<file path="config.mk">
export PLATFORM = sky130hd
export DESIGN_NAME = frame_receiver_multi
export DESIGN_NICKNAME = d
export VERILOG_FILES = /design/src/rtl/frame_receiver_multi.sv
export SDC_FILE = /design/constraint.sdc
export NUM_CORES = 1
export LEC_CHECK = 0
export CAP_MARGIN = 10
export CORE_ASPECT_RATIO = 1.4
export CORE_MARGIN = 2
export CORE_UTILIZATION = 45
export CTS_CLUSTER_SIZE = 16
export DETAILED_ROUTE_END_ITERATION = 16
export PLACE_DENSITY = 0.71
export SLEW_MARGIN = 20
export SYNTH_ARGS = -nofsm -noshare
export SYNTH_HDL_FRONTEND = slang
export SYNTH_SLANG_ARGS = --single-unit
</file>
<file path="constraint.sdc">
create_clock -name clk -period 2.1 [get_ports clk]
set_input_delay 0.21 -clock clk [delete_from_list [all_inputs] [get_ports clk]]
set_output_delay 0.21 -clock clk [all_outputs]
set_load 0.1 [all_outputs]
</file>
<file path="src/rtl/frame_receiver_multi.sv">
// rtl/frame_receiver_multi.sv - comma-delimited frame deframer with CRC-16/BUYPASS check, error counters and lock tracking
module frame_receiver_multi #(
    parameter int PAYLOAD_BYTES  = 8,
    parameter int CNT_WIDTH      = 16,
    parameter int LOCK_FRAMES    = 4,
    parameter int UNLOCK_ERRORS  = 3,
    parameter int TIMEOUT_CYCLES = 100000
) (
    input  logic                       clk,
    input  logic                       reset,
    input  logic                       word_tick_i,
    input  logic                       comma_i,
    input  logic [7:0]                 data_i,
    input  logic                       error_i,
    input  logic                       clear_counters_i,
    output logic                       frame_tick_o,
    output logic [PAYLOAD_BYTES*8-1:0] payload_o,
    output logic                       error_o,
    output logic                       locked_o,
    output logic [CNT_WIDTH-1:0]       crc_err_cnt_o,
    output logic [CNT_WIDTH-1:0]       len_err_cnt_o,
    output logic [CNT_WIDTH-1:0]       sym_err_cnt_o
);

    localparam int PW          = PAYLOAD_BYTES * 8;
    localparam int FRAME_BYTES = PAYLOAD_BYTES + 2;
    localparam int BW          = $clog2(FRAME_BYTES + 1);
    localparam int GW          = $clog2(LOCK_FRAMES + 1);
    localparam int UW          = $clog2(UNLOCK_ERRORS + 1);
    localparam int WW          = $clog2(TIMEOUT_CYCLES + 1);

    typedef enum logic [1:0] {HUNT, COLLECT, CHECK, TRAIL} state_t;

    state_t          state;
    logic [BW-1:0]   byte_cnt;
    logic [15:0]     crc;
    logic [PW-1:0]   shadow;
    logic [GW-1:0]   good_run;
    logic [UW-1:0]   bad_run;
    logic [WW-1:0]   watchdog;

    logic sym_err, sym_comma, sym_data;
    logic ev_good, ev_crc, ev_len, ev_sym, ev_err;

    function automatic logic [15:0] crc_byte(input logic [15:0] c, input logic [7:0] d);
        logic [15:0] r;
        r = c ^ {d, 8'h00};
        for (int i = 0; i < 8; i++) begin
            r = r[15] ? ((r << 1) ^ 16'h8005) : (r << 1);
        end
        return r;
    endfunction

    // Decode errors outrank the comma flag.
    assign sym_err   = word_tick_i & error_i;
    assign sym_comma = word_tick_i & ~error_i & comma_i;
    assign sym_data  = word_tick_i & ~error_i & ~comma_i;

    always_comb begin
        ev_good = 1'b0;
        ev_crc  = 1'b0;
        ev_len  = 1'b0;
        ev_sym  = 1'b0;
        case (state)
            COLLECT: begin
                if (sym_err)        ev_sym = 1'b1;
                else if (sym_comma) ev_len = 1'b1;
            end
            CHECK: begin
                if (crc == 16'h0000) ev_good = 1'b1;
                else                 ev_crc  = 1'b1;
            end
            TRAIL: begin
                if (sym_err)       ev_sym = 1'b1;
                else if (sym_data) ev_len = 1'b1;
            end
            default: ;
        endcase
        ev_err = ev_crc | ev_len | ev_sym;
    end

    always_ff @(posedge clk) begin
        if (reset) begin
            state        <= HUNT;
            byte_cnt     <= '0;
            crc          <= '0;
            shadow       <= '0;
            payload_o    <= '0;
            frame_tick_o <= 1'b0;
            error_o      <= 1'b0;
        end else begin
            frame_tick_o <= ev_good;
            error_o      <= ev_err;
            if (ev_good) payload_o <= shadow;
            case (state)
                HUNT: begin
                    if (sym_comma) begin
                        state    <= COLLECT;
                        byte_cnt <= '0;
                        crc      <= '0;
                    end
                end
                COLLECT: begin
                    if (sym_err) begin
                        state <= HUNT;
                    end else if (sym_comma) begin
                        byte_cnt <= '0;
                        crc      <= '0;
                    end else if (sym_data) begin
                        crc <= crc_byte(crc, data_i);
                        // Only payload bytes enter the shadow; a restart refills it completely.
                        if (byte_cnt < BW'(PAYLOAD_BYTES)) shadow <= (shadow << 8) | PW'(data_i);
                        if (byte_cnt == BW'(FRAME_BYTES - 1)) state <= CHECK;
                        else byte_cnt <= byte_cnt + 1'b1;
                    end
                end
                CHECK: state <= (crc == 16'h0000) ? TRAIL : HUNT;
                TRAIL: begin
                    if (sym_comma) begin
                        state    <= COLLECT;
                        byte_cnt <= '0;
                        crc      <= '0;
                    end else if (sym_err || sym_data) begin
                        state <= HUNT;
                    end
                end
                default: state <= HUNT;
            endcase
        end
    end

    always_ff @(posedge clk) begin
        if (reset || clear_counters_i) begin
            crc_err_cnt_o <= '0;
            len_err_cnt_o <= '0;
            sym_err_cnt_o <= '0;
        end else begin
            if (ev_crc && crc_err_cnt_o != '1) crc_err_cnt_o <= crc_err_cnt_o + 1'b1;
            if (ev_len && len_err_cnt_o != '1) len_err_cnt_o <= len_err_cnt_o + 1'b1;
            if (ev_sym && sym_err_cnt_o != '1) sym_err_cnt_o <= sym_err_cnt_o + 1'b1;
        end
    end

    always_ff @(posedge clk) begin
        if (reset) begin
            locked_o <= 1'b0;
            good_run <= '0;
            bad_run  <= '0;
            watchdog <= '0;
        end else begin
            if (ev_good) begin
                bad_run <= '0;
                if (good_run != GW'(LOCK_FRAMES)) good_run <= good_run + 1'b1;
                if (good_run >= GW'(LOCK_FRAMES - 1)) locked_o <= 1'b1;
            end else if (ev_err) begin
                good_run <= '0;
                if (bad_run != UW'(UNLOCK_ERRORS)) bad_run <= bad_run + 1'b1;
                if (bad_run >= UW'(UNLOCK_ERRORS - 1)) locked_o <= 1'b0;
            end
            // Watchdog only runs while locked; expiry also forgets the good run.
            if (ev_good) begin
                watchdog <= '0;
            end else if (locked_o) begin
                if (watchdog == WW'(TIMEOUT_CYCLES - 1)) begin
                    locked_o <= 1'b0;
                    good_run <= '0;
                    watchdog <= '0;
                end else begin
                    watchdog <= watchdog + 1'b1;
                end
            end
        end
    end

endmodule

</file>
==> results_dict.tcl <==
set metrics [dict create \
    grt_pass1_vias 7213 \
    crit_fanout 41 \
    ys_seq_area_share_pct 49.5 \
    cap_violations 0 \
    power.total_uw 8860 \
    crit_arrival_ns 2.38 \
    clock-root-buffer "clkbuf_16" \
    synthCells 1096 \
    antennaDiodeCount 0 \
    netlist_area_mm2 0.00901 \
    met1_length_um 8730 \
    max_slew_margin_pct 39.2 \
    cts.htree.levels 1 \
    numCtsBuffers 22 \
    dieArea_mm2 0.0212 \
    crit_family "simple AND/OR/NAND/NOR gates" \
    drt_wl_total_um 21200 \
    final-setup-viol-count 0 \
    p_seq_share_pct 48.6 \
    timing.reg2reg.setup_slack_ns 0.14 \
    p_clk_share_pct 42.1 \
    hold_viol_final 0 \
    start_util_pct 45.6 \
    cts_sinks 223 \
    drc_errors 0 \
    synth_cell_types 56 \
    die_width_um 124 \
    cts_tree "built" \
    status "finished clean" \
    irDropWorstVdd_v 0.000533 \
    fin_crit_sh_pct 93.4 \
    skew_ns 0.00696 \
    syn_nets 1127 \
    dp.cells 1462 \
    synth_edf_count 0 \
    vias 7723 \
    std_cell_rows 61 \
    p_comb_share_pct 9.3 \
    syn_to_final_growth_pct 24.9 \
    required_ns 2.52 \
    cts_buffer_depth 3 \
    place_congestion 0.817 \
    coreArea_mm2 0.0198 \
    wl_per_cell_um 14.1 \
    max_slew.worst_pin.slew_ns 0.912 \
    p_per_area_mw_per_mm2 787 \
    drtIter0Drc 489 \
    nNetsFinal 1265 \
    top_layer "met4" \
    placed_cell_area_mm2 0.0105 \
    synthArstFlopShare_pct 0 \
    syn_area_per_cell_um2 8.22 \
    drv_slew 0 \
    dp_hpwl_um 14400 \
    design_area_mm2 0.0113 \
    grt_setup_unrepaired "no" \
    clk_pin_slew_ns 0.06 \
    grt_pass1_wl_um 34300 \
    ys_ff_latch 223 \
    finalSetupTns_ns 0 \
    grt_usage_pct 19.6 \
    io_pins 129 \
    cts_setup_buffers 0 \
    final_cell_count_no_fill 1499 \
    crit_chain "nor4_1, buf_4, and4_1, and2_2, buf_12, nand2_1, a21oi_1" \
    cts_hold_buffers 0 \
    wl_met2_um 10900 \
    p_int_uw 6750 \
    via_per_inst 5.15 \
    drtAntennaViolNets 0 \
    finalCriticalPeriod_ns 1.96 \
    slowest_stage "nor4_1" \
    drt_first_pass_iters 4 \
    power.leakage_uw 0.00408 \
    max_stage_delay_ns 0.37 \
    ys.flop_type "dfxtp_1" \
    die_h_um 171 \
    crit_type "flip-flop to flip-flop" \
    grt.overflow.total 0 \
    portBuffers 128 \
    cp-start-kind "flip-flop" \
    grt_max_degree 83 \
    end_kind "flip-flop" \
    critPathBufInv 2 \
    switching_share_pct 23.8 \
    dr_wl_met3_um 1040 \
    ys_warn_count 0 \
    drive_above_1_share_pct 21.3 \
    worstHoldPathType "primary input to flip-flop" \
    clkLatencyLatePin_ns 0.50 \
    p_sw_uw 2100 \
    fmax_mhz 510 \
    antenna_found_initial 0 \
]
-- cells in the mapped netlist (all sizes together), types with 2 or more instances --
cell type,count,area [um^2]
inv,17,63.8
nand4,22,138
or3,13,81.3
nand3b,4,30.0
nor2b,3,26.3
mux2i,7,70.1
nand2b,4,32.5
o21ai,18,90.1
and4,3,26.3
nand3,26,140
xnor2,32,288
nand2,294,1110
nor3,7,35.0
ha,17,213
a21oi,149,749
a31oi,3,25.0
and2,5,31.3
or4,2,15.0
nor4,8,65.1
nor2,104,390
a22oi,14,115
xor2,35,322
clkbuf,36,135
and3,8,50.1
buf,22,108
dfxtp,223,4460
o211ai,3,22.5
-- stage by stage --
stage | hold slack [ns] | setup WS (ns) | utilization (%)
6_report | 0.0810 | 0.139 | 56.9
5_1_grt | 0.0887 | 0.0140 | 56.9
4_1_cts | 0.0691 | 0.0311 | 56.7
3_5_place_dp | 0.445 | -0.176 | 53.2
3_3_place_gp | 0.441 | -0.214 | 53.2
2_1_floorplan | 0.346 | 0.00962 | -
-- power by group through the flow --
| stage | clock network [uW] | logic (uW) | registers [uW] |
|---|---|---|---|
| floorplan | 0 | 476 | 4420 |
| CTS | 3840 | 799 | 4300 |
| finish | 3730 | 822 | 4300 |
| detailed placement | 0 | 792 | 4400 |
| global placement | 0 | 778 | 4400 |
| global route | 3990 | 895 | 4310 |
-- worst reg2reg max path: cells and delay by family (launching register included) --
family,cells,cell delay [ns]
flops,1,0.34
buf+inv,2,0.42
compound gates,1,0.13
simple gates,4,1.01
-- state kept, by name (all words and copies together), names as in the netlist --
| name | count |
|---|---|
| watchdog | 17 |
| shadow | 64 |
| good_run | 3 |
| error_o | 1 |
| state | 2 |
| bad_run | 2 |
| frame_tick_o | 1 |
| crc_err_cnt_o | 16 |
| len_err_cnt_o | 16 |
| crc | 16 |
| sym_err_cnt_o | 16 |
| byte_cnt | 4 |
| payload_o | 64 |
| locked_o | 1 |
-- layer usage --
layer,vias up,global-route usage [%]
met2,170,35.0
li1,3916,-
met1,3604,23.4
met4,0,6.87
met3,33,3.38
met5,-,0
-- timing repair --
action,in CTS,in global routing
setup endpoints to repair,13,11
gates resized for setup,1,9
hold endpoints to repair,0,0
pin swaps,0,1
cloned,0,0
-- final timing paths --
path,start,to,cells past startpoint
hold / removal,reset,crc[14]$_SDFFE_PP0P_,2
hold reg to reg,shadow[59]$_SDFFE_PP0P_,payload_o[59]$_SDFFE_PP0P_,2
setup / recovery,crc[11]$_SDFFE_PP0P_,payload_o[6]$_SDFFE_PP0P_,7
setup reg to reg,crc[11]$_SDFFE_PP0P_,payload_o[6]$_SDFFE_PP0P_,7
-- logic make-up (layout without fill, tap and decap cells) --
group	count (synthesis)	after routing	synth area share, %
adder cells (fa/ha/maj)	17	17	2.36
buffers and inverters	75	226	3.40
XOR/XNOR	69	69	7.28
AO/OA/AOI/OAI	198	198	12.1
flip-flops	223	223	49.5
AND/OR/NAND/NOR	506	506	24.4
multiplexers	8	8	0.903
-- layout make-up --
class | count | area (um^2)
Clock inverter | 8 | 67.6
Inverter | 17 | 63.8
Clock buffer | 29 | 608
Fill cell | 1806 | 8520
Multi-Input combinational cell | 798 | 4300
Sequential cell | 223 | 4520
Timing Repair Buffer | 172 | 1370
Tap cell | 252 | 315
-- layout by cell type (no fill, tap or decap), types with 3 or more instances in the layout --
master	count
a21oi_1	148
a22oi_1	12
and2_1	4
and3_1	7
and4_1	3
buf_12	4
buf_4	156
clkbuf_1	5
clkbuf_16	23
clkdlybuf4s50_1	12
clkinv_2	6
dfxtp_1	176
dfxtp_2	47
ha_1	15
inv_1	17
mux2i_1	7
nand2_1	292
nand2b_1	3
nand3_1	23
nand3_2	3
nand3b_1	4
nand4_1	22
nor2_1	103
nor3_1	6
nor4_1	6
o211ai_1	3
o21ai_0	18
or3_1	13
xnor2_1	31
xor2_1	33
Note: power is estimated with default switching activity, not from simulation.
